<file path="src/rtl/rect_fetch.sv">
// rect_fetch: streams the CPU-built rectangle table into renderer shadow
// registers at vblank, then releases the CPU. Option: RECT_FETCH_SKIP_CNT_EN.
module rect_fetch #(
   parameter int DATA_WIDTH = 13,
   parameter logic [DATA_WIDTH-1:0] RECT_BASE = 13'h1000,
   parameter int RECT_COUNT = 64,
   parameter int WORDS_PER_RECT = 5
) (
   input  logic                  clk,
   input  logic                  reset,
   input  logic                  vblank_start,
   input  logic                  cpu_wait,
   output logic                  mem_rd_en,
   output logic [DATA_WIDTH-1:0] mem_rd_addr,
   input  logic [15:0]           mem_rd_data,
   output logic                  rect_we,
   output logic [7:0]            rect_idx,
   output logic [2:0]            rect_field,
   output logic [15:0]           rect_data,
   output logic                  resume,
   output logic                  busy
`ifdef RECT_FETCH_SKIP_CNT_EN
   ,
   output logic [15:0]           skip_count
`endif
);

   localparam int TOTAL = RECT_COUNT * WORDS_PER_RECT;
   localparam logic [11:0] LAST_WORD = 12'(TOTAL - 1);
   localparam logic [2:0] LAST_FIELD = 3'(WORDS_PER_RECT - 1);

   typedef enum logic [1:0] {
      IDLE,
      READ,
      DRAIN,
      RESUME
   } state_t;

   state_t state;
   state_t state_next;

   logic [11:0]           word_cnt;
   logic [DATA_WIDTH-1:0] addr_cnt;
   logic [7:0]            idx_cnt;
   logic [2:0]            field_cnt;
   logic                  start;
   logic                  issue;

   assign start = (state == IDLE) && vblank_start && cpu_wait;
   assign issue = (state == READ);

   always_ff @(posedge clk) begin
      if (reset) begin
         state <= IDLE;
      end else begin
         state <= state_next;
      end
   end

   always_comb begin
      state_next = state;
      mem_rd_en  = 1'b0;
      busy       = 1'b0;
      resume     = 1'b0;
      unique case (state)
         IDLE: begin
            if (start) begin
               state_next = READ;
            end
         end
         READ: begin
            mem_rd_en = 1'b1;
            busy      = 1'b1;
            if (word_cnt == LAST_WORD) begin
               state_next = DRAIN;
            end
         end
         DRAIN: begin
            busy       = 1'b1;
            state_next = RESUME;
         end
         RESUME: begin
            // a CPU that already left WAIT must not see a stray release
            resume     = cpu_wait;
            state_next = IDLE;
         end
         default: begin
            state_next = IDLE;
         end
      endcase
   end

   assign mem_rd_addr = mem_rd_en ? addr_cnt : '0;

   // address runs as its own counter so base+i wraps for free
   always_ff @(posedge clk) begin
      if (reset) begin
         word_cnt  <= '0;
         addr_cnt  <= '0;
         idx_cnt   <= '0;
         field_cnt <= '0;
      end else if (start) begin
         word_cnt  <= '0;
         addr_cnt  <= RECT_BASE;
         idx_cnt   <= '0;
         field_cnt <= '0;
      end else if (issue) begin
         word_cnt <= word_cnt + 12'd1;
         addr_cnt <= addr_cnt + DATA_WIDTH'(1);
         if (field_cnt == LAST_FIELD) begin
            field_cnt <= '0;
            idx_cnt   <= idx_cnt + 8'd1;
         end else begin
            field_cnt <= field_cnt + 3'd1;
         end
      end
   end

   // write side lags issue by one cycle to meet the RAM read latency
   always_ff @(posedge clk) begin
      if (reset) begin
         rect_we    <= 1'b0;
         rect_idx   <= '0;
         rect_field <= '0;
      end else begin
         rect_we    <= issue;
         rect_idx   <= issue ? idx_cnt : '0;
         rect_field <= issue ? field_cnt : '0;
      end
   end

   assign rect_data = rect_we ? mem_rd_data : '0;

`ifdef RECT_FETCH_SKIP_CNT_EN
   logic skip_evt;

   assign skip_evt = ((state == IDLE) && vblank_start && !cpu_wait) ||
                     ((state == RESUME) && !cpu_wait);

   always_ff @(posedge clk) begin
      if (reset) begin
         skip_count <= '0;
      end else if (skip_evt && (skip_count != 16'hFFFF)) begin
         skip_count <= skip_count + 16'd1;
      end
   end
`endif

endmodule

</file>
<file path="config.mk">
export PLATFORM = sky130hd
export DESIGN_NAME = rect_fetch
export DESIGN_NICKNAME = d
export VERILOG_FILES = /design/src/rtl/rect_fetch.sv
export SDC_FILE = /design/constraint.sdc
export NUM_CORES = 1
export LEC_CHECK = 0
export ABC_AREA = 1
export BUFFER_PORTS_ARGS = -buffer_cell sky130_fd_sc_hd__buf_2
export CAP_MARGIN = 20
export CORE_MARGIN = 2
export CORE_UTILIZATION = 30
export DETAILED_ROUTE_END_ITERATION = 8
export PLACE_DENSITY_LB_ADDON = 0.05
export SYNTH_ARGS = -nofsm -noshare
export SYNTH_HDL_FRONTEND = slang
export SYNTH_SLANG_ARGS = --single-unit
</file>
<file path="constraint.sdc">
create_clock -name clk -period 1.4 [get_ports clk]
set_clock_uncertainty 0.15 [all_clocks]
set_input_delay 0.07 -clock clk [delete_from_list [all_inputs] [get_ports clk]]
set_output_delay 0.07 -clock clk [all_outputs]
set_load 0.005 [all_outputs]
</file>
==> out/qor.csv, run 1 <==
metric;value;unit
number of fill cells;798;
WHS Endpoint;state[1];
placed cells;559;
Area growth syn-to-layout;58.5;%
share of cells above drive strength 1;0.405;
nets;509;
nature of the critical path endpoint;primary output;
Max Fclk;635;MHz
RSZ-0062 raised after global routing;true;
via count;2471;
#FFs+latches synth;50;
Clk Latency, worst-skew pair;290;ps
Reg-to-Reg End;idx_cnt[3];
CP max FO;8;
Final Cycle Share;1.12;
WL per Instance;11.0;µm
pwr dens;1200;nW/µm²
area of the multi-input gates;1420;µm²
HPWL Detailed;4400;µm
I/O pin count;64;
Hold Crit Class;in -> reg;
status;finished, violations left;
Setup crit start kind;register;
width of the die;94.1;µm
Slew Limit Fails;0;
drc violations;0;
pin count of the biggest net entering global routing;18;
Initial DRC Count;54;
critical path's slowest cell;dfxtp_2;
final hold violations;0;
Slowest Stage Delay on Critical Path;360;ps
R2R cell count;9;
Rows;32;
Finished Layout Cells;583;
die area;8850;µm²
Avg Vias per Cell;4.24;
Total Wirelength;6430;µm
number of cells produced by synthesis;359;
setup ws final;-174;ps
Sequential cell area;1010;µm²
minimum clock period;1570;ps
core area;7810;µm²
GRT Overall Usage;0.145;
Clock Pin Slew Worst Setup and Hold Paths;100;ps
worst r2r src;state[1];
Die H;94.1;µm
antenna violations before repair;0;
Clock Sinks;50;
Hold Path Depth;4;
total CTS buffers;5;
VDD IR max;0.882;mV
Clock Tree Root;clkbuf_8;
Worst Tran Pin Value;301;ps
CTS Buffer Depth;2;
starting density of the core;0.312;
ANT cells;0;
CP Class;reg -> out;
Post-Route Utilization;0.494;
CP arrival;1350;ps
Max transition margin;0.799;
global-route wire length before repair;10400;µm
failing checks;setup timing;
number of global-route vias before repair;2274;
Seq/Total Area, Yosys;0.411;
port buffer count;63;
CP cell instances;inv_4 > ha_4 > buf_4 > nand2_4 > buf_6 > inv_1 > buf_2;
Mapped Avg Cell Area;6.78;µm²
Distinct cells, synth;27;
top cell family by delay on the critical path;buffers and inverters;
max-cap violations;0;
router iterations before antenna repair;4;
WP data required;1180;ps
Syn Nets;388;
Hold Startpoint;reset;
Setup-failing EPs final;52;
mapped cell area;2430;µm²
gr ovfl total;0;
Buf/Inv on CP;5;
Yosys warning count;0;
Final GP Congestion;0.751;
Post-DRT Antenna Nets;0;
R2R setup slack;-120;ps
H-tree lvl count;2;
CTS tree;yes;
leakage power;1.99;nW
setup TNS;-3200;ps
-- cells in the final DEF, fill, tap and decap left out, types with 2 or more instances in the layout --
cell type / Yosys / final
nand2_1: 79 / 71
inv_1: 72 / 66
buf_2: 2 / 62
dfxtp_1: 50 / 47
nor2_1: 52 / 46
buf_4: 1 / 43
nand3_1: 21 / 14
a21oi_1: 18 / 12
o21ai_1: 1 / 8
buf_6: 1 / 8
nand2_2: 4 / 7
nand3_2: 1 / 6
nor3_4: 1 / 6
a21oi_2: 0 / 6
nor3_2: 0 / 6
nor3_1: 16 / 5
xor2_1: 5 / 5
nor2_2: 2 / 5
clkbuf_8: 0 / 5
inv_4: 0 / 4
nand2_4: 0 / 4
inv_2: 3 / 4
nor2_4: 1 / 4
ha_4: 0 / 4
ha_1: 9 / 4
buf_12: 0 / 4
nand3_4: 1 / 3
o21ai_2: 0 / 3
nand4_1: 2 / 2
clkbuf_16: 0 / 2
dfxtp_2: 0 / 2
-- report_power, final --
group | leakage, nW | switching, mW | internal (mW)
Clock | 0.0514 | 0.490 | 0.534
Sequential | 0.405 | 0.0653 | 1.51
Combinational | 1.54 | 0.993 | 1.05
Total | 1.99 | 1.55 | 3.10
-- tightest hold or removal path, cell delays in order --
cell,delay (ps)
buf_2,110
inv_1,150
nand2_1,110
nor2_1,30
-- cell usage after synthesis --
cell type,number,area share
buf_1,1,0.0015
buf_2,2,0.0041
buf_4,1,0.0031
nor3_1,16,0.033
inv_2,3,0.0046
ha_1,9,0.046
nand4_1,2,0.0051
o21ai_0,11,0.023
o21ai_1,1,0.0021
nand3_4,1,0.0072
nor2_4,1,0.0046
a21oi_1,18,0.037
buf_6,1,0.0046
dfxtp_1,50,0.41
nand2_2,4,0.010
xnor2_1,1,0.0036
nor3_4,1,0.0067
clkbuf_1,2,0.0031
nand2_1,79,0.12
nor2_2,2,0.0051
nor2_1,52,0.080
inv_1,72,0.11
nand3_2,1,0.0041
nand3_1,21,0.043
o21bai_1,1,0.0031
and3_1,1,0.0026
xor2_1,5,0.018
-- flip-flops by register name, indices dropped and copies added (netlist names) --
| name | flops |
|---|---|
| rect_we | 1 |
| idx_cnt | 8 |
| addr_cnt | 13 |
| rect_field | 3 |
| word_cnt | 12 |
| rect_idx | 8 |
| field_cnt | 3 |
| state | 2 |
-- worst max path at each step --
stage / start / cells past startpoint / to
after floorplan: state[1] / 8 / word_cnt[11]
after global placement: state[1] / 6 / addr_cnt[6]
after detailed placement: state[1] / 9 / word_cnt[9]
after CTS: state[1] / 9 / word_cnt[9]
after global routing: state[1] / 10 / idx_cnt[6]
final: state[1] / 7 / mem_rd_addr[6]
-- kinds of logic after synthesis --
kind of cell | Yosys count | share of synthesized area
adder cells (fa/ha/maj) | 9 | 0.0463
AND/OR/NAND/NOR | 181 | 0.324
flip-flops | 50 | 0.411
XOR/XNOR | 6 | 0.0216
AO/OA/AOI/OAI | 31 | 0.0648
buffers and inverters | 82 | 0.132
-- stage by stage --
step           power, mW  hold WS, ps  worst slack (ps)  instance area (µm²)
5_1_grt             4.94         65.9              -245                 3860
3_5_place_dp        2.96          151              -137                 3220
3_3_place_gp        2.94          153              -104                 3220
2_1_floorplan       2.29        -8.19             -20.6                 2470
6_report            4.65         52.1              -174                 3860
4_1_cts             4.39         7.52              -134                 3580
-- what timing repair did --
action / CTS / global route
cloned: 1 / 2
resized for setup: 46 / 48
setup endpoints to repair: 56 / 62
endpoints found under the hold margin: 2 / 0
pin swaps: 13 / 13
hold buffers: 1 / 0
buffers inserted: 6 / 6
-- metal layers --
metal / wire length, µm / track usage / part of all wire / vias to the layer above
li1: - / - / - / 1332
met1: 2940 / 0.188 / 0.46 / 1092
met2: 3270 / 0.255 / 0.51 / 45
met3: 193 / 0.0249 / 0.030 / 2
met4: 25 / 0.0217 / 0.0039 / 0
met5: 0 / 0 / 0 / -
-- layout make-up --
cell class | count | share of cell area
clock inverter | 2 | 0.00973
timing repair buffer | 121 | 0.231
tap | 102 | 0.0331
clock buffer | 6 | 0.0188
inverter | 75 | 0.0788
multi-input combinational | 227 | 0.367
sequential | 50 | 0.261
Note: power is estimated with default switching activity, not from simulation.
==> run 2: changes to the inputs <==
- BUFFER_PORTS_ARGS: -buffer_cell sky130_fd_sc_hd__buf_2 -> unset
- DONT_BUFFER_PORTS: unset -> 1
==> out/qor.csv, run 2 (same netlist as run 1, synthesis figures left out) <==
metric;value;unit;change
width of the die;94.1;µm;unchanged
total CTS buffers;5;;unchanged
Area growth syn-to-layout;46.9;%;was 58.5%
I/O pin count;64;;unchanged
Hold Path Depth;2;;was 4
GRT Overall Usage;0.128;;was 0.145
share of cells above drive strength 1;0.344;;was 0.405
WHS Endpoint;rect_data[1];;was state[1]
RSZ-0062 raised after global routing;true;;unchanged
setup TNS;-3080;ps;was -3200 ps
status;finished, violations left;;unchanged
commonest non-fill, non-tap cell in the layout;nand2_1;;unchanged
minimum clock period;1540;ps;was 1570 ps
Total Wirelength;6040;µm;was 6430 µm
WL per Instance;11.5;µm;was 11.0 µm
Setup crit start kind;register;;unchanged
Seq pwr share;0.368;;was 0.340
Hold Startpoint;mem_rd_data[1];;was reset
Post-Route Utilization;0.458;;was 0.494
gr ovfl total;0;;unchanged
Slew Limit Fails;0;;unchanged
combinational power share;0.425;;was 0.440
R2R cell count;8;;was 9
number of fill cells;834;;was 798
biggest regs;addr_cnt (13), word_cnt (12);;unchanged
drc violations;0;;unchanged
Psw;1.53;mW;was 1.55 mW
WP data required;1180;ps;about the same
number of global-route vias before repair;2043;;was 2274
DP Area;2910;µm²;was 3220 µm²
final instance area;3580;µm²;was 3860 µm²
Clock Pin Slew Worst Setup and Hold Paths;100;ps;about the same
global-route wire length before repair;9030;µm;was 10400 µm
Hold Crit Class;in -> out;;was in -> reg
switching share of power;0.352;;was 0.333
failing checks;setup timing;;unchanged
clock group share of total power;0.207;;was 0.220
antenna violations before repair;0;;unchanged
Hold WS;75.2;ps;was 52.1 ps
nature of the critical path endpoint;primary output;;unchanged
die area;8850;µm²;unchanged
CP max FO;8;;unchanged
final hold violations;0;;unchanged
max-cap violations;0;;unchanged
H-tree lvl count;2;;unchanged
starting density of the core;0.312;;unchanged
Clock Sinks;50;;unchanged
port buffer count;0;;was 63
nets;449;;was 509
Post-DRT Antenna Nets;0;;unchanged
Final Cycle Share;1.10;;was 1.12
Initial DRC Count;45;;was 54
router iterations before antenna repair;4;;unchanged
pwr dens;1210;nW/µm²;was 1200 nW/µm²
setup ws final;-136;ps;was -174 ps
Rows;32;;unchanged
Setup-failing EPs final;41;;was 52
ANT cells;0;;unchanged
Worst Tran Pin Value;315;ps;was 301 ps
worst r2r src;state[1];;unchanged
core area;7810;µm²;unchanged
VDD IR max;0.979;mV;was 0.882 mV
most frequent cells in the layout;nand2_1 (69), inv_1 (68), nor2_1 (47), buf_4 (43), dfxtp_1 (41);;was nand2_1 (71), inv_1 (66), buf_2 (62), dfxtp_1 (47), nor2_1 (46)
pin count of the biggest net entering global routing;20;;was 18
Clock Tree Root;clkbuf_8;;unchanged
Max Fclk;651;MHz;was 635 MHz
CTS Buffer Depth;2;;unchanged
Final GP Congestion;0.729;;was 0.751
CP arrival;1320;ps;was 1350 ps
R2R setup slack;-120;ps;about the same
max FFs per register;13;;unchanged
leakage power;1.71;nW;was 1.99 nW
Die H;94.1;µm;unchanged
Clk Latency, worst-skew pair;310;ps;was 290 ps
Design Power;4.34;mW;was 4.65 mW
placed cells;497;;was 559
Biggest register;addr_cnt;;unchanged
HPWL Detailed;4100;µm;was 4400 µm
Finished Layout Cells;523;;was 583
Setup WS pre-CTS;-124;ps;was -137 ps
Max transition margin;0.789;;was 0.799
via count;2295;;was 2471
Internal;2.81;mW;was 3.10 mW
CP Class;reg -> out;;unchanged
Avg Vias per Cell;4.39;;was 4.24
CTS tree;yes;;unchanged
Reg-to-Reg End;word_cnt[11];;was idx_cnt[3]
==> run 2: area by class of cell <==
cell class | instances | area (µm²) | area share
clock buffer | 5 | 68.8 | 0.0192
tap | 102 | 128 | 0.0357
clock inverter | 3 | 25.0 | 0.00700
timing repair buffer | 61 | 602 | 0.168
sequential | 50 | 1010 | 0.284
inverter | 75 | 304 | 0.0850
multi-input combinational | 227 | 1430 | 0.401
==> run 2: repair_timing <==
item,in CTS,in global routing
hold buffers,3,0
setup endpoints to repair,45,59
pin swaps,4,22
cloned,0,4
gates resized for setup,16,88
endpoints found under the hold margin,15,0
setup buffers,1,10
==> run 2: power groups by stage <==
stage	registers, mW	clock network [mW]	logic (mW)
after global placement	1.61	0	1.20
after CTS	1.59	0.928	1.25
final	1.60	0.899	1.84
after global routing	1.62	0.991	2.00
after floorplan	1.61	0	0.683
after detailed placement	1.61	0	1.19
==> run 2: worst max path at each step <==
stage,from,to,cells after the start
6_report,state[1],mem_rd_addr[6],6
2_1_floorplan,state[1],word_cnt[11],8
3_5_place_dp,state[1],word_cnt[11],8
5_1_grt,state[1],word_cnt[11],8
4_1_cts,state[1],idx_cnt[7],8
3_3_place_gp,state[1],word_cnt[11],8
==> run 2: layer usage <==
layer | vias up | share of wire | track usage
met5 | - | 0 | 0
met4 | 0 | 0.0096 | 0.0362
met3 | 5 | 0.031 | 0.0265
met2 | 42 | 0.48 | 0.215
met1 | 1032 | 0.47 | 0.165
li1 | 1216 | - | -
==> run 2: worst max-delay path, stage by stage (launching register included) <==
cell	delay (ps)
dfxtp_2	330
inv_2	70
ha_4	210
buf_4	140
nand2_4	60
buf_4	130
inv_1	60
